<file path="config.mk">
export PLATFORM = sky130hd
export DESIGN_NAME = pulse_ce_xfer_flat
export DESIGN_NICKNAME = d
export VERILOG_FILES = /design/src/rtl/pulse_ce_xfer_if.sv /design/src/rtl/pulse_ce_xfer.sv /design/src/flat_wrapper.sv
export SDC_FILE = /design/constraint.sdc
export NUM_CORES = 1
export LEC_CHECK = 0
export ABC_AREA = 0
export CORE_UTILIZATION = 29
export CTS_CLUSTER_SIZE = 30
export DETAILED_ROUTE_END_ITERATION = 7
export MAX_ROUTING_LAYER = met4
export PLACE_DENSITY_LB_ADDON = 0.3
export RECOVER_POWER = 50
export SYNTH_ARGS = -nofsm -noshare
export SYNTH_HDL_FRONTEND = slang
export SYNTH_SLANG_ARGS = --single-unit
</file>
<file path="constraint.sdc">
create_clock -name clk -period 2.3 [get_ports clk]
set_input_delay 0.46 -clock clk [delete_from_list [all_inputs] [get_ports clk]]
set_output_delay 0.46 -clock clk [all_outputs]
set_load 0.02 [all_outputs]
</file>
<file path="src/rtl/pulse_ce_xfer_if.sv">
// Pulse transfer bundle between a pulse source/sink agent and pulse_ce_xfer.
// Latency: none (wiring only). Backpressure: none; ce_out paces the output side.
// Ports: pulse_in/ce_out/clr_ovf driven by master; pulse_out/pending/busy/ovf driven by slave.
interface pulse_ce_xfer_if #(
  parameter int N_CH  = 4,
  parameter int CNT_W = 4
);
  logic [N_CH-1:0]       pulse_in;
  logic                  ce_out;
  logic [N_CH-1:0]       clr_ovf;
  logic [N_CH-1:0]       pulse_out;
  logic [N_CH*CNT_W-1:0] pending;
  logic [N_CH-1:0]       busy;
  logic [N_CH-1:0]       ovf;

  modport master (
    output pulse_in, ce_out, clr_ovf,
    input  pulse_out, pending, busy, ovf
  );

  modport slave (
    input  pulse_in, ce_out, clr_ovf,
    output pulse_out, pending, busy, ovf
  );
endinterface

</file>
<file path="src/rtl/pulse_ce_xfer.sv">
// Per-channel pulse accumulator re-emitting source pulses on destination enable strobes.
// Latency: pulse_in at t -> counter at t+1 -> earliest pulse_out at t+2 (if ce_out at t+1).
// Backpressure: none to the source; counters absorb events, saturate (MERGE=0) or merge (MERGE=1).
// Ports: clk, rst (sync, active-high); bus (slave modport) carries pulse_in, ce_out, clr_ovf
//        in and pulse_out, pending (packed counters), busy, ovf (sticky) out.
module pulse_ce_xfer #(
  parameter int N_CH  = 4,
  parameter int CNT_W = 4,
  parameter int MERGE = 0
) (
  input  logic           clk,
  input  logic           rst,
  pulse_ce_xfer_if.slave bus
);

  localparam logic [CNT_W-1:0] CNT_MAX = '1;
  localparam logic [CNT_W-1:0] CNT_ONE = CNT_W'(1);

  logic [CNT_W-1:0]      cnt_q [N_CH];
  logic [CNT_W-1:0]      cnt_d [N_CH];
  logic [N_CH-1:0]       dec;
  logic [N_CH-1:0]       ovf_set;
  logic [N_CH-1:0]       pulse_q;
  logic [N_CH-1:0]       ovf_q;
  logic [N_CH*CNT_W-1:0] pending_w;
  logic [N_CH-1:0]       busy_w;

  // Next-count logic. A decrement only happens against a nonzero registered
  // count, so the counter can never underflow.
  always_comb begin
    dec     = '0;
    ovf_set = '0;
    for (int i = 0; i < N_CH; i++) begin
      cnt_d[i] = cnt_q[i];
      dec[i]   = bus.ce_out && (cnt_q[i] != '0);
      if (MERGE != 0) begin
        // Merged mode: any new event leaves exactly one pending pulse, even
        // when the previous one is consumed in the same cycle.
        if (bus.pulse_in[i]) begin
          cnt_d[i] = CNT_ONE;
        end else if (dec[i]) begin
          cnt_d[i] = '0;
        end
      end else begin
        if (bus.pulse_in[i] && !dec[i]) begin
          if (cnt_q[i] == CNT_MAX) begin
            ovf_set[i] = 1'b1;  // event lost: hold count, flag it
          end else begin
            cnt_d[i] = cnt_q[i] + CNT_ONE;
          end
        end else if (!bus.pulse_in[i] && dec[i]) begin
          cnt_d[i] = cnt_q[i] - CNT_ONE;
        end
      end
    end
  end

  always_ff @(posedge clk) begin
    if (rst) begin
      for (int i = 0; i < N_CH; i++) begin
        cnt_q[i] <= '0;
      end
      pulse_q <= '0;
      ovf_q   <= '0;
    end else begin
      cnt_q   <= cnt_d;
      pulse_q <= dec;
      // A new overflow beats a simultaneous clear.
      ovf_q   <= ovf_set | (ovf_q & ~bus.clr_ovf);
    end
  end

  always_comb begin
    pending_w = '0;
    busy_w    = '0;
    for (int i = 0; i < N_CH; i++) begin
      pending_w[i*CNT_W +: CNT_W] = cnt_q[i];
      busy_w[i]                   = (cnt_q[i] != '0);
    end
  end

  assign bus.pulse_out = pulse_q;
  assign bus.pending   = pending_w;
  assign bus.busy      = busy_w;
  assign bus.ovf       = ovf_q;

endmodule

</file>
<file path="src/flat_wrapper.sv">
// flat-port wrapper written by rule: the top's interface ports become plain ports
module pulse_ce_xfer_flat 
#(
  parameter int N_CH  = 4,
  parameter int CNT_W = 4,
  parameter int MERGE = 0
)
  (clk, rst, bus_pulse_in, bus_ce_out, bus_clr_ovf, bus_pulse_out, bus_pending, bus_busy, bus_ovf);
  pulse_ce_xfer_if #(.N_CH(N_CH), .CNT_W(CNT_W)) bus_i ();
  input  logic clk;
  input  logic rst;
  input wire logic [$bits(bus_i.pulse_in)-1:0] bus_pulse_in;
  input wire logic [$bits(bus_i.ce_out)-1:0] bus_ce_out;
  input wire logic [$bits(bus_i.clr_ovf)-1:0] bus_clr_ovf;
  output wire logic [$bits(bus_i.pulse_out)-1:0] bus_pulse_out;
  output wire logic [$bits(bus_i.pending)-1:0] bus_pending;
  output wire logic [$bits(bus_i.busy)-1:0] bus_busy;
  output wire logic [$bits(bus_i.ovf)-1:0] bus_ovf;
  assign bus_i.pulse_in = bus_pulse_in;
  assign bus_i.ce_out = bus_ce_out;
  assign bus_i.clr_ovf = bus_clr_ovf;
  assign bus_pulse_out = bus_i.pulse_out;
  assign bus_pending = bus_i.pending;
  assign bus_busy = bus_i.busy;
  assign bus_ovf = bus_i.ovf;
  pulse_ce_xfer #(.N_CH(N_CH), .CNT_W(CNT_W), .MERGE(MERGE)) u_core (.clk(clk), .rst(rst), .bus(bus_i));
endmodule
</file>
# == Word-level counts from Yosys, hierarchy flattened ==
# Cells that the tools add are included.
# totals
regBits,24
wordCells,77
# op_classes
n_addsub,8
n_eq_ne,8
n_mux,20
n_bitwise,3
n_reduce_logical,32
# op_table
cell,count
$mux W4,12
$add A4 B1 Y4 const B,4
$eq A4 B4 Y1 const B,4
$reduce_bool A4 Y1,4
$sub A4 B1 Y4 const B,4
$logic_and A1 B1 Y1,12
$logic_not A1 Y1,8
$mux W1,8
$ne A2 B2 Y1 const B,4
$reduce_and A2 Y1,4
$reduce_bool A2 Y1,4
$and A4 B4 Y4,1
$not A4 Y4,1
$or A4 B4 Y4,1

# == Longest topological paths before layout ==
# Gate-level depths: netlist of run 1.
# depth
word_depth,6
ltp_mapped,9
depth_no_buf,8

# == Least setup slack after synthesis of run 1 ==
# No wires, ideal clock.
# synth_path
path_type,reg2reg
startpoint,register u_core.cnt_q (netlist bit u_core.bus.pending[0])
endpoint,register u_core.cnt_q (netlist bit u_core.bus.pending[3])
setup_time_ps,130
arrival_time_ps,2123
required_ps,2170
path_slack_ps,47
stages_incl_launch_ff,9
path_buffers,0
period_less_slack_ps,2253
path_cell_list,dfxtp_1 > o41a_1 > nor2_1 > inv_1 > ha_1 > a21oi_1 > a21boi_0 > a32oi_1 > o211ai_1
# synth_via
elab_chain_cells,6
elab_cells_between_ends,14
cone_classes,add/sub: 2; eq/ne: 2; mux: 3; reduce/logical: 7
# synth_rtl
element,line_no,text
from (decl),pulse_ce_xfer.sv:19,logic [CNT_W-1:0] cnt_q [N_CH];
from (signal assigned),pulse_ce_xfer.sv:66,cnt_q <= cnt_d;
branches (longest 6 deep; another with $sub A4 B1 Y4),--,
# Parallel ways; which one is timed is not known. The select of a mux whose other input is x is not followed.
# A chain may end at the register's enable or synchronous reset.

# == Worst setup path in the final report of run 1 ==
# layout_path
startpoint,input bus_ce_out
endpoint,register u_core.cnt_q (netlist bit u_core.bus.pending[11])
# layout_via
elab_chain_cells,5
elab_cells_between_ends,8
cone_classes,eq/ne: 1; mux: 1; reduce/logical: 6
# layout_rtl
element,line_no,text
from (decl),flat_wrapper.sv:13,input wire logic [$bits(bus_i.ce_out)-1:0] bus_ce_out;
$logic_and A1 B1 Y1 (*),pulse_ce_xfer.sv:35,dec[i] = bus.ce_out && (cnt_q[i] != '0);
$logic_not A1 Y1,pulse_ce_xfer.sv:45,if (bus.pulse_in[i] && !dec[i]) begin
$logic_and A1 B1 Y1,pulse_ce_xfer.sv:45,
$ne A2 B2 Y1 (no source line) or $reduce_bool A2 Y1 (tied branches),--,
$reduce_and A2 Y1 (no source line),--,
# Every way passes the cells marked *; elsewhere a longest branch is shown, timed or not.

==> results of run 1 <==
worst min-delay path by stage:
stage                         to  cells past startpoint  slack (ps)              start
5_1_grt        u_core.bus.ovf[1]                      2         520  u_core.bus.ovf[1]
4_1_cts        u_core.bus.ovf[1]                      2         490  u_core.bus.ovf[1]
3_3_place_gp   u_core.bus.ovf[0]                      2         470  u_core.bus.ovf[0]
3_5_place_dp   u_core.bus.ovf[1]                      2         470  u_core.bus.ovf[1]
2_1_floorplan  u_core.bus.ovf[0]                      2         590  u_core.bus.ovf[0]
6_report       u_core.bus.ovf[1]                      2         480  u_core.bus.ovf[1]
cells in the mapped netlist, types with 2 or more instances:
library cell,count
a21bo_2,4
fa_1,4
nand2b_1,9
mux2i_1,2
a32oi_1,4
nor3_1,4
nand4b_1,4
nand4_1,4
nor2_1,14
a211oi_1,4
and3_1,2
xnor2_1,4
o2111a_1,2
nand2b_4,2
a21oi_1,18
nand2_1,6
clkbuf_1,2
or3b_1,2
nand3_1,10
a2bb2oi_1,2
o211ai_1,2
inv_1,10
o22a_1,4
or3_1,2
a21boi_0,6
o41a_1,4
nor2b_1,6
a211o_1,2
and3b_1,2
dfxtp_1,24
ha_1,8
o21ai_0,10
o2111ai_1,2
o32a_1,2
o22ai_1,3
registers in the layout, indices dropped and copies added, names as in the netlist:
signal,count
u_core.bus.pulse_out,4
u_core.bus.pending,16
u_core.bus.ovf,4
metrics by stage:
stage / hold slack [ps] / area, um2 / utilization
final: 483.1 / 2549 / 0.4600
after global routing: 524.2 / 2549 / 0.4600
after CTS: 491.8 / 2494 / 0.4501
after detailed placement: 471.2 / 2452 / 0.4426
after global placement: 467.7 / 2452 / 0.4426
after floorplan: 586.8 / 1668 / -
power by group through the flow:
| stage | clock, uW | sequential, uW | combinational, uW |
|---|---|---|---|
| after detailed placement | 0 | 639 | 2140 |
| after global placement | 0 | 638 | 2120 |
| final | 245 | 630 | 2220 |
| after floorplan | 0 | 904 | 925 |
| after CTS | 255 | 628 | 2150 |
| after global routing | 282 | 644 | 2430 |
timing repair:
item                       in CTS  in global routing
setup endpoints to repair       0                  7
hold endpoints to repair        0                  0
hold buffers                    0                  0
resized for setup               0                 13
cells by family after synthesis:
family	after synthesis
xor+xnor	4
simple gates	67
fa+ha+maj	12
compound gates	70
flops	24
buf+inv	14
mux	2
final cells by class:
cell class,count,area (um2)
fill,550,2992
multi-input combinational,155,1196
timing repair buffer,82,703.2
sequential,24,480.5
tap,72,90.09
clock buffer,3,41.29
inverter,10,37.54
critical path, stage by stage:
cell and delay, ps:
clkdlybuf4s50_1 480, buf_4 160, o41a_1 180, nand2b_4 140, ha_1 260, a21oi_2 180
nand2_1 90, or3b_1 350, nand4_1 100
metal layers:
metal / routed length [um] / up-vias / track usage
met5: 0 / - / -
li1: - / 903 / -
met1: 2208 / 845 / 0.2063
met2: 2179 / 34 / 0.2637
met3: 134 / 4 / 0.02000
met4: 41 / 0 / 0.06038
==> results.tsv, run 1 <==
metric	value	unit
finish.net_count	299	
dpl_worst_slack	-245.3	ps
rows	27	
grt.total_usage	0.1626	
drt-pass1-iter-count	4	
ys_top_cells_by_area	dfxtp_1 29%, ha_1 6.0%, a21oi_1 5.4%	
yosys_register_bits	24	
grt_pass1_vias	1759	
hpwl	3509	um
reg2reg_slack	260	ps
clk_latency	260	ps
hold_path.class	flip-flop to flip-flop	
cts_tree	done	
grt_max_degree	15	
seq_area_frac_synth	0.2881	
period_needed	2209	ps
crit_path_end	u_core.bus.pending[11]	
final_cell_mix	42 x buf_4, 24 x dfxtp_1, 21 x clkdlybuf4s50_1	
r2r_end	u_core.bus.pending[11]	
peakVddDrop	0.0005019	V
gp_congestion	0.8416	
antenna_found_initial	0	
via_per_inst	5.162	
timing.rr.start	u_core.bus.pending[11]	
grt-ovfl-total	0	
maxCapViolations	0	
pwr-share-clk	0.079	
io-pin-count	39	
postCtsSetupRepairBufs	0	
die_area	6058	um2
die_h	77.84	um
cp.required	2500	ps
outcome	completed	
crit_path_max_fanout	7	
clockBufferDepth	2	
yosys_warnings	0	
synth_cells	193	
synth_fp_nets	216	
net-switching-power	1338	uW
setup_violations	0	
synth_top_family_by_area	compound AO/OA/AOI/OAI gates	
synth_compound_area_frac	0.3068	
power_frac_comb	0.717	
startpoint	bus_ce_out	
synth-simple-area-share	0.2318	
final_hold_viol_count	0	
final_common_cell	buf_4	
setup_ws	90.52	ps
floorplan.initialDensity	0.3010	
finalSetupTns	0	ps
drv_slew	0	
drc	0	
synthDistinctLibCells	38	
swShare	0.4331	
p_leak	0.001057	uW
pwr_density_cell	1212	nW/um2
synth-xor-area-share	0.02101	
yosysTopAreaCell	dfxtp_1	
r2r_cells	8	
endpoint_kind	flip-flop	
drtIter0Drc	92	
cts_buffers	3	
drt-wirelength-per-cell	13.19	um
clock-sinks	24	
synth_area	1668	um2
clk_pin_slew	80	ps
crit_path_start_kind	input pin	
netlist.area_leader.share	0.2881	
totalWireLength	4563	um
chipWidth	77.84	um
skew	1.103	ps
drive_above_1_share	0.2372	
fin_cells	346	
finalCritPeriodShare	0.9606	
core	5540	um2
critical_path_arrival	2410	ps
io_buffers	38	
p_seq_frac	0.204	
synthArstFlopShare	0	
dp_cells	343	
p_int	1752	uW
fmax	452.6	MHz
muxShareOfSynthArea	0.01200	
syn_avg_cell_area	8.642	um2
ys.flop_type	dfxtp_1	
crit_type	input pin to flip-flop	
power	3090	uW
syn_to_final_growth	52.81	%
clockRootBuffer	clkbuf_8	
detail-route-antenna-nets	0	
relSlewSlack	0.7434	
dr_total_vias	1786	
synth_edf_count	0	
grt_pass1_wl	7783	um
htreeDepth	1	
synthAdderAreaFrac	0.1080	
diodes	0	
worst_pin_slew	384.9	ps
(Power assumes the default switching activity.)
==> run 2: changes to the inputs <==
CAP_MARGIN = 40   (was not set)
DONT_BUFFER_PORTS = 1   (was not set)
==> run 2 against run 1 <==
Cell count fell by 18%. Count of clock-buffer cells in the layout rose by 1. Combinational power fell by 29%. Sequential power barely moved. Clock power rose by 20%. Non-clock buffer count fell by 64. Sequential share of layout area rose by 6.3 points. Largest cell class unchanged.
==> results.tsv, run 2 (synthesis gave the netlist of run 1 again) <==
metric	value	unit
chipWidth	77.84	um
cp.required	2510	ps
relSlewSlack	0.6146	
grt_pass1_wl	7093	um
timing.rr.start	u_core.bus.pending[12]	
clk_pin_slew	90	ps
worst_path_max_delay_cell	o41a_1	
final_common_cell	dfxtp_1	
grt_setup_unrepaired	true	
hold_depth	1	
critical_path_arrival	2390	ps
reg2reg_slack	120	ps
io_buffers	0	
final_hold_viol_count	0	
pwr-share-clk	0.117	
grt.total_usage	0.1480	
drc	0	
fmax	457.9	MHz
die_h	77.84	um
skew	1.713	ps
drive_above_1_share	0.1090	
via_per_inst	5.502	
setup_violations	0	
multi_input_area	1149	um2
gp_congestion	0.8504	
hold_path_startpoint	rst	
totalWireLength	4080	um
wl_met3	202	um
top_layer_used	met4	
hpwl	3053	um
clk_latency	260	ps
drv_slew	0	
crit_buf_inv	0	
hold_end	u_core.bus.pending[13]	
post_cts_resized	0	
final_cell_mix	24 x dfxtp_1, 14 x nor2_1, 14 x a21oi_1	
maxCapViolations	0	
cts_buffers	3	
p_int	1290	uW
setup_ws	116.0	ps
grt_max_degree	28	
htreeDepth	1	
worst_pin_slew	578.1	ps
detail-route-antenna-nets	0	
grt_pass1_vias	1504	
io-pin-count	39	
p_seq_frac	0.252	
swShare	0.4848	
finish.net_count	235	
die_area	6058	um2
diodes	0	
critPathMaxStageDelay	500	ps
power	2503	uW
fin_cells	283	
crit_path_start_kind	flip-flop	
postCtsHoldBufs	0	
crit_type	flip-flop to flip-flop	
core	5540	um2
clockBufferDepth	2	
clockRootBuffer	clkbuf_8	
p_leak	0.0007177	uW
fillCellCount	598	
period_needed	2184	ps
dr_total_vias	1557	
hold_path.class	input pin to flip-flop	
critPathTopFamily	simple AND/OR/NAND/NOR gates	
outcome	completed	
grt-ovfl-total	0	
wl_met2	1989	um
largest_reg_flops	16	
rows	27	
drtIter0Drc	52	
floorplan.initialDensity	0.3010	
crit_chain	o41a_1 > nand2b_4 > ha_1 > a21oi_2 > nand2_1 > or3b_1 > nand4_1	
endpoint_kind	flip-flop	
drt-wirelength-per-cell	14.42	um
finalCritPeriodShare	0.9496	
wl_met1	1869	um
r2r_end	u_core.bus.pending[15]	
clock-sinks	24	
r2r_cells	7	
drt-pass1-iter-count	4	
pwr_density_cell	1311	nW/um2
postCtsSetupRepairBufs	0	
crit_path_max_fanout	7	
antenna_found_initial	0	
cts_tree	done	
dp_cells	279	
peakVddDrop	0.0003763	V
net-switching-power	1214	uW
seq_area	480.5	um2
power_frac_comb	0.631	
syn_to_final_growth	14.48	%
dpl_worst_slack	77.06	ps
## run 2: cell count changes in the layout (fill, tap and decap cells not counted), sizes merged
cell and change:
buf -34, clkbuf +9, clkdlybuf4s50 -21, dlygate4sd3 -17
## run 2: area by class of cell
class,count,share of cell area
Inverter,10,0.01966
Sequential cell,24,0.2516
Clock buffer,4,0.02883
Tap cell,72,0.04718
Multi-Input combinational cell,155,0.6016
Timing Repair Buffer,18,0.05111
## run 2: worst max path at each step
stage                                         to  slack, ps                   start  cells past startpoint
after floorplan            u_core.bus.pending[3]         50   u_core.bus.pending[0]                      8
after global placement    u_core.bus.pending[15]        120  u_core.bus.pending[12]                      7
after detailed placement  u_core.bus.pending[15]         80  u_core.bus.pending[12]                      7
after CTS                 u_core.bus.pending[15]         50  u_core.bus.pending[12]                      7
after global routing      u_core.bus.pending[15]         -3  u_core.bus.pending[12]                      7
final                     u_core.bus.pending[15]        120  u_core.bus.pending[12]                      7
## run 2: layer usage
layer  up-vias  track usage
li1        774            -
met1       738       0.1775
met2        43       0.2496
met3         2      0.03059
met5         -            -
met4         0      0.04151
## run 2: power groups by stage
stage	Sequential [uW]	Combinational (uW)	Clock, uW
2_1_floorplan	904	925	0
3_3_place_gp	644	1610	0
3_5_place_dp	641	1620	0
4_1_cts	632	1620	308
5_1_grt	648	1760	334
6_report	630	1580	293
## run 2: per-stage QoR
stage	hold WS, ps	area (um2)	util	setup TNS [ps]
after floorplan	586.8	1668	-	0
after global placement	533.1	1877	0.3388	0
after detailed placement	534.5	1877	0.3388	0
after CTS	239.9	1932	0.3487	0
after global routing	224.8	1909	0.3446	-2.578
final	254.0	1909	0.3446	0
